File: config.mk
export PLATFORM = sky130hd
export DESIGN_NAME = camera_packer
export DESIGN_NICKNAME = d
export VERILOG_FILES = /design/src/rtl/camera_packer.sv
export SDC_FILE = /design/constraint.sdc
export NUM_CORES = 1
export LEC_CHECK = 0
export ABC_CLOCK_PERIOD_IN_PS = 3500
export BUFFER_PORTS_ARGS = -buffer_cell sky130_fd_sc_hd__buf_4
export CELL_PAD_IN_SITES_DETAIL_PLACEMENT = 2
export CELL_PAD_IN_SITES_GLOBAL_PLACEMENT = 2
export CORE_UTILIZATION = 40
export DETAILED_ROUTE_END_ITERATION = 8
export GPL_ROUTABILITY_DRIVEN = 0
export PLACE_DENSITY_LB_ADDON = 0.1
export SETUP_SLACK_MARGIN = 0.3
export SLEW_MARGIN = 20
export SYNTH_ARGS = -nofsm -noshare
export SYNTH_HDL_FRONTEND = slang
export SYNTH_SLANG_ARGS = --single-unit
File: constraint.sdc
create_clock -name pclk -period 3.5 [get_ports pclk]
set_input_delay 0.175 -clock pclk [delete_from_list [all_inputs] [get_ports pclk]]
set_output_delay 0.175 -clock pclk [all_outputs]
set_load 0.1 [all_outputs]
File: src/rtl/camera_packer.sv
// camera_packer: captures sensor frames (vsync/href) and packs PACK consecutive
// pixels per channel into one wide word per FIFO write, for CHANNELS channels.
// Optional build macro CAMERA_PACKER_TEST_PATTERN_EN replaces captured pixels
// with (column + line_count) on every channel; timing is unchanged.
// Handshake: wrreq is a one-cycle strobe qualifying wr_data; a word is only
// written when wr_full is low on the cycle it completes, otherwise it is
// dropped and overflow latches until the next frame start.
// state_dbg encoding: 0 IDLE, 1 WAIT_FRAME, 2 WAIT_LINE, 3 ACTIVE.
module camera_packer #(
    parameter int PIX_W        = 8,
    parameter int PACK         = 2,
    parameter int CHANNELS     = 3,
    parameter int IMAGE_WIDTH  = 512,
    parameter int IMAGE_HEIGHT = 512,
    parameter int CNT_W        = 12
) (
    input  logic                            pclk,
    input  logic                            reset,
    input  logic                            en_wr,
    input  logic                            vsync,
    input  logic                            href,
    input  logic [CHANNELS*PIX_W-1:0]       pix_data,
    input  logic                            wr_full,
    output logic [CHANNELS*PACK*PIX_W-1:0]  wr_data,
    output logic                            wrreq,
    output logic                            line_done,
    output logic                            frame_done,
    output logic                            overflow,
    output logic                            short_line,
    output logic [CNT_W-1:0]                line_count,
    output logic [1:0]                      state_dbg
);

    localparam int LANE_W = (PACK > 1) ? $clog2(PACK) : 1;

    typedef enum logic [1:0] {
        IDLE       = 2'd0,
        WAIT_FRAME = 2'd1,
        WAIT_LINE  = 2'd2,
        ACTIVE     = 2'd3
    } state_t;

    state_t state, state_nxt;

    logic                                   vsync_reg, href_reg;
    logic                                   vs_rise, href_rise;
    logic [CNT_W-1:0]                       pix_cnt, eff_cnt, line_count_inc;
    logic [LANE_W-1:0]                      lane_idx, eff_lane, lane_nxt;
    logic [CHANNELS-1:0][PACK-1:0][PIX_W-1:0] shadow, shadow_nxt;
    logic [CHANNELS-1:0][PIX_W-1:0]         pix_in;
    logic accept, word_done, line_end, short_end, frame_end, frame_start, abort;

    assign vs_rise        = vsync & ~vsync_reg;
    assign href_rise      = href & ~href_reg;
    assign line_count_inc = line_count + 1'b1;
    assign state_dbg      = state;

`ifdef CAMERA_PACKER_TEST_PATTERN_EN
    logic [CNT_W-1:0] column;
    logic [CNT_W-1:0] pattern_sum;

    // Synthetic pixel: column index within the line plus the line number.
    always_comb begin
        column      = CNT_W'(IMAGE_WIDTH) - eff_cnt;
        pattern_sum = column + line_count;
        for (int c = 0; c < CHANNELS; c++) begin
            pix_in[c] = PIX_W'(pattern_sum);
        end
    end
`else
    // Sensor pixel bus split into per-channel pixels.
    always_comb begin
        for (int c = 0; c < CHANNELS; c++) begin
            pix_in[c] = pix_data[c*PIX_W +: PIX_W];
        end
    end
`endif

    // Next-state logic plus the per-cycle capture/word/line events.
    always_comb begin
        state_nxt   = state;
        accept      = 1'b0;
        eff_cnt     = pix_cnt;
        eff_lane    = lane_idx;
        word_done   = 1'b0;
        line_end    = 1'b0;
        short_end   = 1'b0;
        frame_end   = 1'b0;
        frame_start = 1'b0;
        abort       = 1'b0;
        if (!en_wr) begin
            state_nxt = IDLE;
        end else begin
            unique case (state)
                IDLE: state_nxt = WAIT_FRAME;
                WAIT_FRAME: begin
                    if (vs_rise) begin
                        frame_start = 1'b1;
                        state_nxt   = WAIT_LINE;
                    end
                end
                WAIT_LINE: begin
                    if (vs_rise) begin
                        abort = 1'b1;
                    end else if (href_rise) begin
                        // The pixel on the rising-edge cycle is already valid.
                        accept    = 1'b1;
                        eff_cnt   = CNT_W'(IMAGE_WIDTH);
                        eff_lane  = '0;
                        state_nxt = ACTIVE;
                    end
                end
                ACTIVE: begin
                    if (vs_rise) begin
                        abort     = 1'b1;
                        state_nxt = WAIT_LINE;
                    end else if (href) begin
                        accept = 1'b1;
                    end else begin
                        // Line cut short: flush any partially filled word.
                        short_end = 1'b1;
                        line_end  = 1'b1;
                        word_done = (lane_idx != '0);
                    end
                end
                default: state_nxt = IDLE;
            endcase
            if (accept) begin
                word_done = (eff_lane == LANE_W'(PACK - 1)) || (eff_cnt == CNT_W'(1));
                line_end  = (eff_cnt == CNT_W'(1));
            end
            if (line_end) begin
                if (line_count_inc == CNT_W'(IMAGE_HEIGHT)) begin
                    frame_end = 1'b1;
                    state_nxt = WAIT_FRAME;
                end else begin
                    state_nxt = WAIT_LINE;
                end
            end
        end
    end

    // Shadow word assembly; lane 0 clears the word so unused lanes read as 0.
    always_comb begin
        lane_nxt   = (eff_lane == LANE_W'(PACK - 1)) ? '0 : eff_lane + 1'b1;
        shadow_nxt = shadow;
        if (accept) begin
            for (int c = 0; c < CHANNELS; c++) begin
                if (eff_lane == '0) begin
                    shadow_nxt[c] = '0;
                end
                shadow_nxt[c][eff_lane] = pix_in[c];
            end
        end
    end

    // State, counters, output strobes and sticky flags.
    always_ff @(posedge pclk or negedge reset) begin
        if (!reset) begin
            state      <= IDLE;
            vsync_reg  <= 1'b0;
            href_reg   <= 1'b0;
            pix_cnt    <= '0;
            lane_idx   <= '0;
            shadow     <= '0;
            wr_data    <= '0;
            wrreq      <= 1'b0;
            line_done  <= 1'b0;
            frame_done <= 1'b0;
            overflow   <= 1'b0;
            short_line <= 1'b0;
            line_count <= '0;
        end else begin
            state      <= state_nxt;
            vsync_reg  <= vsync;
            href_reg   <= href;
            shadow     <= shadow_nxt;
            wrreq      <= word_done & ~wr_full;
            line_done  <= line_end;
            frame_done <= frame_end;
            if (word_done) begin
                wr_data <= shadow_nxt;
            end
            if (word_done && wr_full) begin
                overflow <= 1'b1;
            end else if (frame_start) begin
                overflow <= 1'b0;
            end
            if (short_end) begin
                short_line <= 1'b1;
            end else if (frame_start) begin
                short_line <= 1'b0;
            end
            if (frame_start || abort) begin
                line_count <= '0;
            end else if (line_end) begin
                line_count <= line_count_inc;
            end
            if (accept && state_nxt == ACTIVE) begin
                pix_cnt  <= eff_cnt - 1'b1;
                lane_idx <= lane_nxt;
            end else if (state_nxt != ACTIVE) begin
                pix_cnt  <= '0;
                lane_idx <= '0;
            end
        end
    end

endmodule

==> impl_metrics.ini <==
[power]
report.power.total_mw = 3.745
vdd.ir_drop.worst_mv = 0.2759
leakage_component_of_the_power_nw = 3.489
powerDensity_mw_per_mm2 = 542.0

[logic_synthesis]
synth.top_cell.area_share = 0.6035
most_common_flop_cell_mapped_by_yosys = dfrtp_1
syn_area_per_cell_um2 = 12.99
synth_cell_type_count = 51
number_of_enable_type_register_cells_in_the_synthesized_netlist = 0
synth_largest_area_cell = dfrtp_1
synth.net_count = 447
yosys-top-cells-area = dfrtp_1 60%, mux2_2 13%, a22o_1 4.1%, nand2_1 2.5%, mux2_1 1.9%
fraction_of_registers_with_async_set_reset = 1.000
syn-instance-count = 415
ys_seq_area_frac = 0.6035
ys_warn_count = 0
post_synthesis_instance_area_mm2 = 0.005390
ys_ff_latch = 130

[global_routing]
grt-ovfl-total = 0
overall_track_demand_over_capacity_in_global_routing = 0.2341
wire_length_of_the_first_global_routing_pass_mm = 24.56
grt_antenna_before_repair = 0
first_global_vias = 4303
pin_count_of_the_biggest_net_entering_global_routing = 71

[placement]
placed_inst_area_mm2 = 0.006272
dp_hpwl_mm = 9.421
io_buffers = 96

[final_layout]
insertedDiodeCount = 0
fin_nets = 549
largestRegisters = shadow x48, wr_data x48
post_route_cells_drive_above_1_share = 0.3925
final_common_cell = dfrtp_1
syn_to_final_growth_pct = 28.18
final_cell_mix = 130 x dfrtp_1, 99 x buf_4, 63 x mux2_2
finalInstanceArea_mm2 = 0.006909

[sta]
unrepaired_setup_endpoints_after_global_routing = false
timing.final.crit_share = 0.7313
relSlewSlack = 0.3015
finalClockSkew_ps = 9.239
clock.fmax_ghz = 0.3907
worst_margin_slew_ps = 1048
final_period_minus_worst_setup_slack_ps = 2559
finalHoldWorstSlack_ps = 17.06
finalSetupTns_ps = 0
setup_viol_count_final = 0
final_hold_violation_count = 0
final_number_of_max_transition_violations = 0

[worst_setup_path]
cp-end-kind = flop
cp_slowest_cell = dfrtp_1
cp_num_buf_inv = 1
timing.setup.critical_path_class = flop to flop
series_of_cell_instances_along_the_critical_path = nor3b_1 -> nand4_1 -> nand2_1 -> ha_1 -> inv_1 -> or3_1 -> o211ai_1 -> a21oi_1
cp_slowest_stage_delay_ps = 510
cp_data_required_time_ps = 3780
timing.critical_path.fanout_max = 11
cpLargestDelayFamily = simple AND/OR/NAND/NOR gates
worstPathArrival_ps = 2840
startpoint_type = flop

[route]
drc_errors = 0
vias_per_cell = 5.297
drt-initial-drc-count = 112
drt-total-wl_mm = 14.88
wl_per_cell_um = 21.08
first_pass_iters = 6
detail-route-antenna-nets = 0
dr_total_vias = 3740

[floorplan]
die_y_extent_um = 118.1
dieArea_mm2 = 0.01394
io_pins = 97
number_of_placement_rows = 42
initial_cell_density_of_the_core = 0.4087
fp.coreArea_mm2 = 0.01319
fp.dieW_um = 118.1

[outcome]
run_status = completed

[cts]
clkLatencyLatePin_ps = 420
hold_buf_count_cts = 4
cts-root-buf = clkbuf_16
cts_max_path_buffers = 2
clock_tree.htree_level_count = 4
postCtsSetupBuffers = 0
tritoncts_clock_tree = yes
tritoncts.num_buffers = 17
clk_pin_slew_worst_paths_ps = 60
clock-sinks = 130
cts.repair.resized = 0

[run]
timing.max_cap.violations = 0

[hold_path]
min_path_type = input port to flop
## final cells by class
cell class	count	area, um2
multi-input combinational	256	1989
fill	1264	6281
inverter	7	26.28
sequential	130	3253
clock buffer	20	466.7
clock inverter	12	130.1
timing repair buffer	105	823.3
tap	176	220.2
## Yosys cell counts, drive strengths merged, types with 2 or more instances
cell type	n
a211oi	2
a21oi	12
a22o	25
and3	2
buf	12
clkbuf	10
dfrtp	130
ha	2
inv	7
mux2	72
nand2	36
nand2b	2
nand3	8
nand4	6
nor2	17
nor2b	2
nor3	11
nor3b	2
nor4	5
o211ai	2
o21ai	13
o311ai	3
o31ai	2
or2	2
or3	6
or4	2
xnor2	5
xor2	6
## worst reg2reg max path, delay by kind of cell (launching register included)
family                     cells  cell delay (ps)
buffers and inverters          1              160
adders and majority gates      1              300
DFF                            1              510
and+or+nand+nor                4             1210
AOI/OAI and AO/OA              2              240
## cells by family after synthesis
kind of cell / Yosys count / synth area share
compound gates: 67 / 0.09471
simple gates: 103 / 0.09796
mux: 73 / 0.1523
fa+ha+maj: 2 / 0.004642
buf+inv: 29 / 0.02901
flops: 130 / 0.6035
xor+xnor: 11 / 0.01787
## through the flow
| step | setup WS, ps | util | std cells |
|---|---|---|---|
| after floorplan | 708.8 | - | 415 |
| after global placement | 986.2 | 0.4755 | 670 |
| after detailed placement | 935.2 | 0.4755 | 670 |
| after CTS | 903.3 | 0.5238 | 706 |
| after global routing | 692.5 | 0.5238 | 706 |
| final | 940.5 | 0.5238 | 706 |
## power breakdown
group | leakage, nW | internal (mW) | switching (mW)
clock | 0.293 | 1.11 | 0.676
combinational | 1.42 | 0.121 | 0.216
sequential | 1.78 | 1.59 | 0.0405
## routing by layer
metal / wire length [um] / vias up / part of all wire / global-route usage
li1: - / 1694 / - / -
met1: 6043 / 1952 / 0.41 / 0.2781
met2: 8000 / 78 / 0.54 / 0.4026
met3: 600 / 16 / 0.040 / 0.06250
met4: 239 / 0 / 0.016 / 0.09215
met5: 0 / - / 0 / 0
## path summary, 6_finish.rpt
path / slack [ps] / end / depth (start not counted) / from
worst max-delay path: 940 / pix_cnt[4] / 8 / state_dbg[0]
worst min-delay path: 20 / shadow[6] / 2 / pix_data[6]
worst max register to register: 940 / pix_cnt[4] / 8 / state_dbg[0]
worst min register to register: 490 / wr_data[42] / 1 / wr_data[42]
max in group asynchronous: 2220 / wr_data[46] / 3 / reset
min in group asynchronous: 430 / shadow[2] / 2 / reset
Power figures use the tool's default switching activity.
